File: src/rtl/cacheline_arbiter_pkg.sv
// Shared types for the cacheline arbiter.
//   arb_state_t : arbiter FSM states
//   owner_t     : which cache side owns the memory port
//   op_t        : latched memory operation
//   arb_pick()  : round-robin tie-break between the two cache sides
package cacheline_arbiter_pkg;

    localparam int CNT_W = 32;

    typedef enum logic [1:0] {
        ST_IDLE   = 2'd0,
        ST_I_BUSY = 2'd1,
        ST_D_BUSY = 2'd2,
        ST_RESP   = 2'd3
    } arb_state_t;

    typedef enum logic {
        OWN_I = 1'b0,
        OWN_D = 1'b1
    } owner_t;

    typedef enum logic {
        OP_READ  = 1'b0,
        OP_WRITE = 1'b1
    } op_t;

    // Single requester wins outright; on a tie the side that did not win
    // last time is chosen. Result is don't-care when nobody requests.
    function automatic owner_t arb_pick(input logic   i_req,
                                        input logic   d_req,
                                        input owner_t last_grant);
        owner_t pick;
        if (i_req && d_req) begin
            pick = (last_grant == OWN_I) ? OWN_D : OWN_I;
        end else if (d_req) begin
            pick = OWN_D;
        end else begin
            pick = OWN_I;
        end
        return pick;
    endfunction

endpackage

File: src/rtl/cacheline_arbiter.sv
// Two-to-one arbiter placing an I-cache and a D-cache in front of a single
// cacheline memory port. One transfer is in flight at a time; the owner's
// address, op and write data are captured at grant so the requester may
// change its inputs while memory is busy.
//
// Ports
//   clk, rst                  clock, synchronous active-high reset
//   i_read, i_addr            I-cache fill request (held until i_resp)
//   i_rdata, i_resp           I-cache fill data and one-cycle completion
//   d_read, d_write, d_addr,  D-cache fill / writeback request (held until
//   d_wdata                   d_resp); write wins if both are high
//   d_rdata, d_resp           D-cache fill data and one-cycle completion
//   mem_read, mem_write,      memory-side request, held from the cycle after
//   mem_addr, mem_wdata       grant through the mem_resp cycle
//   mem_rdata, mem_resp       memory return data and completion pulse
//   i_grant_cnt, d_grant_cnt  wrapping grant counters per side
//
// state   | meaning
// --------+------------------------------------------------------------
// IDLE    | no transfer; arbitrate between i_read and d_read/d_write
// I_BUSY  | I-cache fill on the memory port, waiting for mem_resp
// D_BUSY  | D-cache fill or writeback on the memory port
// RESP    | owner's resp pulse is high; back to IDLE next cycle
module cacheline_arbiter
    import cacheline_arbiter_pkg::*;
#(
    parameter int LINE_W = 256,
    parameter int ADDR_W = 32
) (
    input  logic              clk,
    input  logic              rst,

    input  logic              i_read,
    input  logic [ADDR_W-1:0] i_addr,
    output logic [LINE_W-1:0] i_rdata,
    output logic              i_resp,

    input  logic              d_read,
    input  logic              d_write,
    input  logic [ADDR_W-1:0] d_addr,
    input  logic [LINE_W-1:0] d_wdata,
    output logic [LINE_W-1:0] d_rdata,
    output logic              d_resp,

    output logic              mem_read,
    output logic              mem_write,
    output logic [ADDR_W-1:0] mem_addr,
    output logic [LINE_W-1:0] mem_wdata,
    input  logic [LINE_W-1:0] mem_rdata,
    input  logic              mem_resp,

    output logic [CNT_W-1:0]  i_grant_cnt,
    output logic [CNT_W-1:0]  d_grant_cnt
);

    arb_state_t        r_state;
    owner_t            r_owner;
    owner_t            r_last_grant;
    op_t               r_op;
    logic [ADDR_W-1:0] r_addr;
    logic [LINE_W-1:0] r_wdata;
    logic [LINE_W-1:0] r_i_rdata;
    logic [LINE_W-1:0] r_d_rdata;
    logic              r_i_resp;
    logic              r_d_resp;
    logic              r_mem_read;
    logic              r_mem_write;
    logic [CNT_W-1:0]  r_i_grant_cnt;
    logic [CNT_W-1:0]  r_d_grant_cnt;

    logic              w_i_req;
    logic              w_d_req;
    logic              w_any_req;
    owner_t            w_winner;
    op_t               w_grant_op;
    logic [ADDR_W-1:0] w_grant_addr;

    assign w_i_req      = i_read;
    assign w_d_req      = d_read | d_write;
    assign w_any_req    = w_i_req | w_d_req;
    assign w_winner     = arb_pick(w_i_req, w_d_req, r_last_grant);
    // A D-side request with both strobes high is treated as a writeback; the
    // fill is picked up when the cache re-requests after d_resp.
    assign w_grant_op   = ((w_winner == OWN_D) && d_write) ? OP_WRITE : OP_READ;
    assign w_grant_addr = (w_winner == OWN_D) ? d_addr : i_addr;

    always_ff @(posedge clk) begin
        if (rst) begin
            r_state       <= ST_IDLE;
            r_owner       <= OWN_I;
            r_last_grant  <= OWN_I;
            r_op          <= OP_READ;
            r_addr        <= '0;
            r_wdata       <= '0;
            r_i_rdata     <= '0;
            r_d_rdata     <= '0;
            r_i_resp      <= 1'b0;
            r_d_resp      <= 1'b0;
            r_mem_read    <= 1'b0;
            r_mem_write   <= 1'b0;
            r_i_grant_cnt <= '0;
            r_d_grant_cnt <= '0;
        end else begin
            r_i_resp <= 1'b0;
            r_d_resp <= 1'b0;

            case (r_state)
                ST_IDLE: begin
                    if (w_any_req) begin
                        r_owner      <= w_winner;
                        r_last_grant <= w_winner;
                        r_op         <= w_grant_op;
                        r_addr       <= w_grant_addr;
                        r_wdata      <= d_wdata;
                        r_mem_read   <= (w_grant_op == OP_READ);
                        r_mem_write  <= (w_grant_op == OP_WRITE);
                        if (w_winner == OWN_D) begin
                            r_state       <= ST_D_BUSY;
                            r_d_grant_cnt <= r_d_grant_cnt + CNT_W'(1);
                        end else begin
                            r_state       <= ST_I_BUSY;
                            r_i_grant_cnt <= r_i_grant_cnt + CNT_W'(1);
                        end
                    end
                end

                ST_I_BUSY, ST_D_BUSY: begin
                    if (mem_resp) begin
                        r_mem_read  <= 1'b0;
                        r_mem_write <= 1'b0;
                        r_state     <= ST_RESP;
                        // Response pulse is raised on the same edge the
                        // data is captured so it lines up with the RESP cycle.
                        if (r_owner == OWN_D) begin
                            r_d_resp <= 1'b1;
                            if (r_op == OP_READ) begin
                                r_d_rdata <= mem_rdata;
                            end
                        end else begin
                            r_i_resp <= 1'b1;
                            if (r_op == OP_READ) begin
                                r_i_rdata <= mem_rdata;
                            end
                        end
                    end
                end

                ST_RESP: begin
                    r_state <= ST_IDLE;
                end

                default: begin
                    r_state <= ST_IDLE;
                end
            endcase
        end
    end

    assign i_rdata     = r_i_rdata;
    assign i_resp      = r_i_resp;
    assign d_rdata     = r_d_rdata;
    assign d_resp      = r_d_resp;
    assign mem_read    = r_mem_read;
    assign mem_write   = r_mem_write;
    assign mem_addr    = r_addr;
    assign mem_wdata   = r_wdata;
    assign i_grant_cnt = r_i_grant_cnt;
    assign d_grant_cnt = r_d_grant_cnt;

endmodule
File: config.mk
export PLATFORM = sky130hd
export DESIGN_NAME = cacheline_arbiter
export DESIGN_NICKNAME = d
export VERILOG_FILES = /design/src/rtl/cacheline_arbiter_pkg.sv /design/src/rtl/cacheline_arbiter.sv
export SDC_FILE = /design/constraint.sdc
export NUM_CORES = 2
export LEC_CHECK = 0
export ABC_CLOCK_PERIOD_IN_PS = 2270
export CAP_MARGIN = 20
export CELL_PAD_IN_SITES_DETAIL_PLACEMENT = 0
export CELL_PAD_IN_SITES_GLOBAL_PLACEMENT = 2
export CORE_AREA = 4 4 569 571
export DETAILED_ROUTE_END_ITERATION = 10
export DIE_AREA = 0 0 573 575
export PLACE_DENSITY_LB_ADDON = 0.1
export SKIP_CTS_REPAIR_TIMING = 1
export SKIP_LAST_GASP = 1
export SLEW_MARGIN = 15
export SYNTH_ARGS = -nofsm -noshare
export SYNTH_HDL_FRONTEND = slang
export SYNTH_SLANG_ARGS = --single-unit
File: constraint.sdc
create_clock -name clk -period 2.27 [get_ports clk]
set_input_delay 0.3405 -clock clk [delete_from_list [all_inputs] [get_ports clk]]
set_output_delay 0.3405 -clock clk [all_outputs]
set_load 0.05 [all_outputs]
# Yosys cells after proc, flatten, opt, wreduce, memory -nomap -nowiden
# Cells that the tools add are included.
[word_totals] out_inout_bits=868 latchBits=0 wordCells=56 ram_bits=0 mem_bits_ro=0 n_memories=0 inputBits=582 reg_bits=872
[classes] n_addsub=2 eq_ne=5 div=0 shifts=0 n_mul=0 magnitude_cmp=0 n_mux=15 bitwise_logic=8 reduce_logical=13
[ops] op="$add 32x1->32 const B" count=2
[ops] op="$mux 32" count=1
[ops] op="$reduce_and 3->1" count=3
[ops] op="$mux 1" count=8
[ops] op="$reduce_and 4->1" count=2
[ops] op="$mux 2" count=3
[ops] op="$not 1->1" count=6
[ops] op="$pmux 2 s3" count=1
[ops] op="$eq 2x2->1 const B" count=2
[ops] op="$ne 2x2->1 const B" count=2
[ops] op="$pmux 1 s2" count=2
[ops] op="$reduce_and 2->1" count=2
[ops] op="$reduce_or 3->1" count=1
[ops] op="$eq 2x1->1 const B" count=1
[ops] op="$logic_and 1x1->1" count=2
[ops] op="$logic_not 2->1" count=1
[ops] op="$or 1x1->1" count=2
[ops] op="$reduce_bool 2->1" count=1
[ops] op="$reduce_or 2->1" count=1

# Logic depth before layout (Yosys ltp)
[logic_depth] ltp_word=8 depth_mapped=10 ltp_nobuf=7

# Worst setup path after synthesis
# OpenSTA, ideal clock, no wires.
[synth_timing] path_type="register to register" start="register r_i_grant_cnt[10], in the netlist i_grant_cnt[10]" end="register r_i_grant_cnt[31], in the netlist i_grant_cnt[31]" t_required_ps=2200 slack_ps=110 synth_period_minus_slack_ps=2160 setup_ps=70 path_buffers=0 stages_incl_launch_ff=6 arrival_time_ps=2090 path_cell_list="dfxtp_1 > nand3_1 > nor3_2 > nand4_4 > or4_1 > a21oi_1"
[synth_via] elab_chain_len=1
[synth_rtl] element="start: declaration" line_no="cacheline_arbiter.sv:68" rtl="logic [CNT_W-1:0] r_i_grant_cnt;"
[synth_rtl] element="start signal: assignment" line_no="cacheline_arbiter.sv:122" rtl="r_i_grant_cnt <= r_i_grant_cnt + CNT_W'(1);"
[synth_rtl] element="$add 32x1->32" line_no="cacheline_arbiter.sv:122"
# Every way passes these cells.
# A chain may end at the register's enable or synchronous reset.

# Worst setup path after layout
[layout_timing] start="register r_i_grant_cnt[30], in the netlist i_grant_cnt[30]" end="output i_grant_cnt[30]"
[layout_rtl] element="end: declaration" line_no="cacheline_arbiter.sv:52" rtl="output logic [CNT_W-1:0] i_grant_cnt,"
# No word-level cell between the ends.

==> results.tsv <==
metric	value	unit
synth_area_leader_cell	dfxtp_1	
syn_nets	4473	
grt_pass1_wl	332000	um
grt_pass1_vias	33700	
cp_slowest_cell	dlymetal6s2s_1	
p_total	70.0	mW
vdd_drop_max	0.605	mV
drt_iter0_markers	1552	
yosysTopAreaCellShare	0.571	
cp_top_family	buffers and inverters	
grt_max_degree	118	
core	0.318	mm2
crit_path_max_incr_delay	0.57	ns
critical_path.n_buffers_inverters	1	
layout_common_cells	nand2_1 (1,627), dfxtp_1 (872), a21oi_1 (786)	
start_util	0.0962	
critical_path.cell_chain	dlymetal6s2s_1	
clk_path_buf_depth	4	
drv_slew	0	
vias	33100	
clk_pin_slew	0.05	ns
grt_setup_unrepaired	yes	
tightest_slew	0.857	ns
min_period	2.15	ns
p_per_area	1230	mW/mm2
nFillCells	35700	
track_usage	0.146	
fp.dieW	573	um
syn_avg_cell_area	7.86	um2
whs	0.0850	ns
finalInstanceArea	0.0569	mm2
final_common_cell	nand2_1	
root_buffer	clkbuf_16	
syn_inst	3888	
fin_skew	0.0521	ns
io_buffers	1449	
syn-cell-area	0.0306	mm2
relSlewSlack	0.429	
hp-class	in2reg	
yosysUniqueCellTypes	40	
yosysWarningCount	0	
crit_fanout	4	
maxCapViolations	0	
drive_above_1_share	0.124	
stdcell_count	9687	
critPathLaunchType	flop	
synth_flop_cell	dfxtp_1	
synth_edf_count	0	
areaGrowthSynthToFinish	86.2	%
worstSetupEndpointType	primary output	
wl_per_cell	26.1	um
chipHeight	575	um
first_pass_iters	5	
drc_errors	0	
design.die.area	0.329	mm2
dp.cells	9438	
cts_tree	built	
wl	252000	um
viasPerCell	3.42	
htree_levels	4	
hold_violations	0	
nNetsFinal	5985	
worstPathRequired	1.93	ns
setup_ws	0.118	ns
setup_violations	0	
max_freq	0.465	GHz
p_leak	30.2	nW
criticalPathCategory	reg2out	
utilization	0.179	
cts_sinks	872	
hpwlAfterDp	201000	um
min_period_over_period	0.948	
ioPinCount	1450	
ys_seq_elements	872	
ant_nets	0	
synth.area.top_cells	dfxtp_1 (57%), nand2_1 (20%), a21oi_1 (13%)	
std_cell_rows	207	
clkLatencyLatePin	0.82	ns
antenna_found_initial	148	
ys_seq_area_frac	0.571	
cp_data_arrival_time	1.81	ns
status	complete, no violations	
place_area	0.0510	mm2
cts_buffers	138	
async_flop_share	0	
tns	0	ns
post-place-ws	-0.260	ns
overflow	0	
gp_congestion	0.764	
[layer usage]
| layer | vias up | wire, um | GRT usage |
|---|---|---|---|
| li1 | 15700 | - | - |
| met1 | 15700 | 100000 | 0.164 |
| met2 | 1191 | 119000 | 0.249 |
| met3 | 442 | 26900 | 0.0761 |
| met4 | 102 | 5590 | 0.0261 |
| met5 | - | 649 | 0 |
[cell families (layout without fill, tap and decap cells)]
family | after synthesis | in the layout | share of synthesized area
buffers and inverters | 296 | 1894 | 0.0366
other | 0 | 21 | 0
adders and majority gates | 3 | 3 | 0.00123
AOI/OAI and AO/OA | 837 | 837 | 0.142
DFF | 872 | 872 | 0.571
muxes | 1 | 1 | 0.000327
xor gates and xnor gates | 51 | 51 | 0.0146
and+or+nand+nor | 1828 | 1828 | 0.234
[where the power goes]
group | total [mW] | switching (mW) | leakage, nW | internal [mW]
sequential | 19.3 | 1.38 | 7.11 | 17.9
clock | 21.3 | 8.64 | 2.13 | 12.6
combinational | 29.5 | 20.5 | 20.9 | 8.97
total | 70.0 | 30.5 | 30.2 | 39.5
[path summary, 6_finish.rpt]
path	from	endpoint	slack, ns	cells past startpoint
setup / recovery	i_grant_cnt[30]	i_grant_cnt[30]	0.12	1
hold / removal	d_wdata[45]	mem_wdata[45]	0.09	3
setup reg to reg	r_state[1]	i_rdata[52]	0.14	9
hold reg to reg	mem_wdata[7]	mem_wdata[7]	0.45	2
[synth_stat cells (9+ instances only)]
cell type and count:
xnor2_1 9, a311oi_1 32, and3_1 9, nand4_1 32
clkbuf_1 266, or3_1 10, o21ai_0 11, a21oi_1 786
nand2_1 1628, nand3_1 20, nor2_1 98, xor2_1 42
buf_1 13, dfxtp_1 872, inv_1 11
[state kept, by name, summed over array words and instances, names as in the netlist]
| name | cells |
|---|---|
| d_resp | 1 |
| i_resp | 1 |
| r_state | 2 |
| r_last_grant | 1 |
| r_op | 1 |
| i_grant_cnt | 32 |
| mem_read | 1 |
| i_rdata | 256 |
| mem_wdata | 256 |
| d_rdata | 256 |
| mem_addr | 32 |
| d_grant_cnt | 32 |
| mem_write | 1 |
[area by class of cell]
| class | count | area (um2) | area share |
|---|---|---|---|
| antenna | 21 | 52.6 | 0.000923 |
| clock buffer | 202 | 4040 | 0.0709 |
| clock inverter | 24 | 283 | 0.00497 |
| inverter | 11 | 41.3 | 0.000725 |
| multi-input combinational | 2720 | 12100 | 0.212 |
| sequential | 872 | 17500 | 0.307 |
| tap | 4180 | 5230 | 0.0918 |
| timing repair buffer | 1657 | 17800 | 0.312 |
No activity file was read; power rests on OpenSTA's default activity.
